==> config.mk <==
export PLATFORM = sky130hd
export DESIGN_NAME = fifo_wr_packer
export DESIGN_NICKNAME = d
export VERILOG_FILES = /design/src/rtl/fifo_wr_packer.sv
export SDC_FILE = /design/constraint.sdc
export NUM_CORES = 1
export LEC_CHECK = 0
export ABC_AREA = 1
export CAP_MARGIN = 10
export CORE_MARGIN = 1
export CORE_UTILIZATION = 25
export CTS_CLUSTER_SIZE = 24
export DETAILED_ROUTE_END_ITERATION = 10
export GPL_TIMING_DRIVEN = 0
export HOLD_SLACK_MARGIN = 0.12
export PLACE_DENSITY = 0.46
export SYNTH_ARGS = -nofsm -noshare
export SYNTH_HDL_FRONTEND = slang
export SYNTH_SLANG_ARGS = --single-unit
==> constraint.sdc <==
create_clock -name wr_clk -period 1.88 [get_ports wr_clk]
set_clock_uncertainty 0.15 [all_clocks]
set_input_delay 0.376 -clock wr_clk [delete_from_list [all_inputs] [get_ports wr_clk]]
set_output_delay 0.376 -clock wr_clk [all_outputs]
set_load 0.01 [all_outputs]
==> src/rtl/fifo_wr_packer.sv <==
// Write-side packer for the n-to-1 FIFO: gathers DSIZE words into NSIZE-word beats
// (first word in the MSB slot), pads partial beats on in_last, and drives the FIFO write port.
module fifo_wr_packer #(
   parameter int                DSIZE       = 8,
   parameter int                NSIZE       = 4,
   parameter logic [DSIZE-1:0]  PAD_VALUE   = '0,
   parameter int                AF_THROTTLE = 1
) (
   input  logic                     wr_clk,
   input  logic                     rst_n,
   input  logic                     in_valid,
   input  logic [DSIZE-1:0]         in_data,
   input  logic                     in_last,
   output logic                     in_ready,
   input  logic                     fifo_full,
   input  logic                     fifo_almost_full,
   output logic                     fifo_wr_en,
   output logic [DSIZE*NSIZE-1:0]   fifo_wr_data,
   output logic [15:0]              beat_cnt,
   output logic                     pad_pulse,
   output logic                     busy
);

   localparam int                     IDXW     = (NSIZE > 1) ? $clog2(NSIZE) : 1;
   localparam int                     BW       = DSIZE * NSIZE;
   localparam logic [BW-1:0]          PAD_BEAT = {NSIZE{PAD_VALUE}};
   localparam logic [IDXW-1:0]        LAST_IDX = IDXW'(NSIZE - 1);
   localparam logic                   AF_EN    = (AF_THROTTLE != 0);

   logic [BW-1:0]    pk_q, pk_new;
   logic [IDXW-1:0]  idx_q;
   logic [BW-1:0]    ob_data_q;
   logic             ob_valid_q, ob_pad_q;
   logic [15:0]      beat_cnt_q;
   logic             pad_pulse_q;

   logic stall, accept, last_slot, complete;

   // Handshake: a word transfers on in_valid && in_ready; a beat transfers to the FIFO
   // whenever fifo_wr_en is high. in_ready is uniform, so a held beat blocks all input.
   assign stall      = fifo_full | (AF_EN & fifo_almost_full);
   assign fifo_wr_en = ob_valid_q & ~stall;
   assign in_ready   = ~ob_valid_q | ~stall;
   assign accept     = in_valid & in_ready;
   assign last_slot  = (idx_q == LAST_IDX);
   assign complete   = accept & (last_slot | in_last);

   always_comb begin
      pk_new = pk_q;
      for (int i = 0; i < NSIZE; i++) begin
         if (IDXW'(i) == idx_q)
            pk_new[DSIZE*(NSIZE-1-i) +: DSIZE] = in_data;
         else if (IDXW'(i) > idx_q)
            pk_new[DSIZE*(NSIZE-1-i) +: DSIZE] = PAD_VALUE;
      end
   end

   always_ff @(posedge wr_clk or negedge rst_n) begin
      if (!rst_n) begin
         pk_q        <= PAD_BEAT;
         idx_q       <= '0;
         ob_data_q   <= PAD_BEAT;
         ob_valid_q  <= 1'b0;
         ob_pad_q    <= 1'b0;
         beat_cnt_q  <= '0;
         pad_pulse_q <= 1'b0;
      end else begin
         // A completing accept during a drain cycle reloads the slot back-to-back.
         if (complete) begin
            ob_data_q  <= pk_new;
            ob_valid_q <= 1'b1;
            ob_pad_q   <= ~last_slot;
            idx_q      <= '0;
            pk_q       <= PAD_BEAT;
         end else begin
            if (accept) begin
               pk_q  <= pk_new;
               idx_q <= idx_q + IDXW'(1);
            end
            if (fifo_wr_en)
               ob_valid_q <= 1'b0;
         end
         if (fifo_wr_en)
            beat_cnt_q <= beat_cnt_q + 16'd1;
         pad_pulse_q <= fifo_wr_en & ob_pad_q;
      end
   end

   assign fifo_wr_data = ob_data_q;
   assign beat_cnt     = beat_cnt_q;
   assign pad_pulse    = pad_pulse_q;
   assign busy         = (idx_q != '0) | ob_valid_q;

endmodule
==> metrics.txt <==
Largest delay share family, worst path=buffers and inverters; CTS sink cnt=77; placed inst area=4428 µm²; register-to-register path setup slack=0.15 ns; crit path kind=flip-flop to primary output; router iterations before antenna repair=4; Clk pin slew, worst setup/hold paths=0.05 ns; Synth Cell Area=3527 µm²; HP Class=flip-flop to flip-flop; Final Util=35.26%; Worst Path Buf+Inv=1; global route total overflow=0; synthesized area per cell=8.907 µm²; first-pass GRT wire length=15,680 µm; Post-Synth Simple-Gate Area=22.88%; Mapped Cells=396; Total Wirelength=9332 µm; count of pins over their slew limit=0; Synth top area share=54.63%; Worst EP required=1.35 ns; CTS tree=yes; die area=14,590 µm²; Compound-Gate Fraction of Synth Area=9.613%; Adder-Cell Fraction of Synth Area=1.774%; Syn Nets=415; Worst path max stage delay=0.56 ns; clock buffer depth=2; number of global-route vias before repair=2,997; Avg WL per Cell=13.95 µm; # nets final=504; Max rail drop VDD=0.7433 mV; largest area contributor in the netlist=dfrtp_1; Cell Rows=43; crit start category=flip-flop; Initial DRC Count=185; Static Leak=2.294 nW; min Tclk post-route=1.833 ns; final setup vio count=0; WP depth=1; initial antenna violation count=0; core area=13,830 µm²; Via density=4.423; r2r worst-path depth=7; largest family of logic cells by synthesized area=simple AND/OR/NAND/NOR gates; Clock Tree Root=clkbuf_16; Least-Margin Pin Slew=0.4035 ns; placed cell count=642; Yosys reg bits=77; area grow syn2layout=38.24%; XOR/XNOR Fraction of Synth Area=2.483%; vias=2,959; filler-free cell count of the finished design=669; n_diodes=0; GRT Util Overall=14.13%; Seq/Total Area, Yosys=54.63%; Synth cell types=29; Worst EP arrival=1.31 ns; Clock H-tree levels=3; Initial Util=25.51%; Max Cap Viol=0; Critical Path, Cell by Cell=clkdlybuf4s50_1; Worst-Skew Late Latency=0.34 ns; Slew headroom=73.10%; CP max FO=4; drt drc=0; mux contribution to synthesized area=0%; share of layout cells above drive strength 1=13.91%; Slowest cell on crit path=clkdlybuf4s50_1; fill cell count=1,413; hpwl dp=6622 µm; Die Wd=120.8 µm; status=finished, final reports clean; hold path depth=2; pre-CTS setup slack=-0.5050 ns; die height=120.8 µm; main area contributors after synthesis=dfrtp_1 55%, nand2_1 13%, o21ai_0 5.0%; Crit. End Element=primary output; antenna-violating nets left=0; total CTS buffers=9; Boundary Pins=66; maximum clock rate=545.6 MHz; final hold vios=0; worst setup margin=0.04718 ns; placer congestion estimate=0.7896; Synth Warn #=0; power per cell area=1276 nW/µm²; PortBufs=65; final non-filler cell area=4876 µm²; largest net degree at the start of global routing=52; period utilization=97.49%
power by group:
group	internal (mW)	leakage, nW	switching (mW)
Combinational	1.02	1.12	1.07
Sequential	2.06	1.02	0.224
Clock	1.19	0.152	0.659
Total	4.27	2.29	1.96
layout by cell type, fill, tap and decap left out, types with 2 or more instances in the layout:
cell               n
inv_1             44
o22ai_1           14
buf_6              5
o21ai_1            8
nor2_4             2
dfrtp_2            4
dlygate4sd2_1      3
nand3b_1           2
xor2_1             4
o22ai_2            2
inv_2              4
ha_1               4
buf_2              4
bufinv_16          2
nor3_4             2
clkdlybuf4s50_1   58
clkbuf_2           2
buf_4             17
o21ai_0           35
nand3_1           32
dfrtp_1           73
xnor2_1            6
nand2_1          117
nand2_4            3
nand4_1            5
clkbuf_16          9
nor2_2             2
nor2_1            10
timing repair:
item                       4_1_cts  5_1_grt
setup buffers                    2       10
resized for setup               15       11
setup endpoints to repair        5       42
pin swaps                        2        0
hold buffers                     1        0
hold endpoints to repair        26        0
synthesized netlist by cell type (all sizes together):
cell	number
nand3b	2
o21a	1
nor3	2
o22ai	16
clkinv	1
nor2	15
ha	5
inv	49
buf	15
nand3	32
xor2	4
o21ai	44
dfrtp	77
or2	1
xnor2	6
nand4	5
nand2	121
metal layers:
layer	vias to the layer above	wire length, µm	track usage (%)
li1	1447	-	-
met4	0	72	3.472
met1	1425	4491	18.54
met3	7	403	4.104
met5	-	0	0
met2	80	4364	22.81
flip-flops by register name (all words and copies together), names as in the netlist:
register and count:
fifo_wr_data 32, pk_q 24, beat_cnt 16, idx_q 2
ob_pad_q 1, ob_valid_q 1, pad_pulse 1
cell type report:
type / instances / area, µm² / share of cell area, %
flip-flops and latches: 77 / 1932 / 39.62
well taps: 180 / 225.2 / 4.619
multi-input cells: 254 / 1331 / 27.30
clock inverters: 4 / 72.57 / 1.488
inverters: 50 / 190.2 / 3.900
plain buffers: 14 / 111.4 / 2.284
repair buffers: 79 / 770.7 / 15.81
clock buffers: 11 / 242.7 / 4.978
metrics by stage:
stage	TNS, ns	total power [mW]	hold slack, ns
global route	-0.01221	6.647	0.3454
finish	0	6.221	0.3189
global placement	-212.59	4.238	0.3077
CTS	-0.02549	6.149	0.3246
floorplan	0	3.305	-0.06959
detailed placement	-8.494	4.261	0.1843
kinds of logic (layout without fill, tap and decap cells):
kind of cell | Yosys count | count (layout)
and+or+nand+nor | 178 | 178
DFF | 77 | 77
buffers and inverters | 65 | 158
AOI/OAI and AO/OA | 61 | 61
xor gates and xnor gates | 10 | 10
adders and majority gates | 5 | 5
path summary, 6_finish.rpt:
kind | to | from
worst max-delay path | beat_cnt[9] | beat_cnt[9]
worst min-delay path | fifo_wr_data[15] | fifo_wr_data[15]
max in group asynchronous | beat_cnt[10] | rst_n
worst min register to register | fifo_wr_data[15] | fifo_wr_data[15]
worst max register to register | pk_q[9] | idx_q[0]
min in group asynchronous | beat_cnt[4] | rst_n
Note: power is estimated with default switching activity, not from simulation.
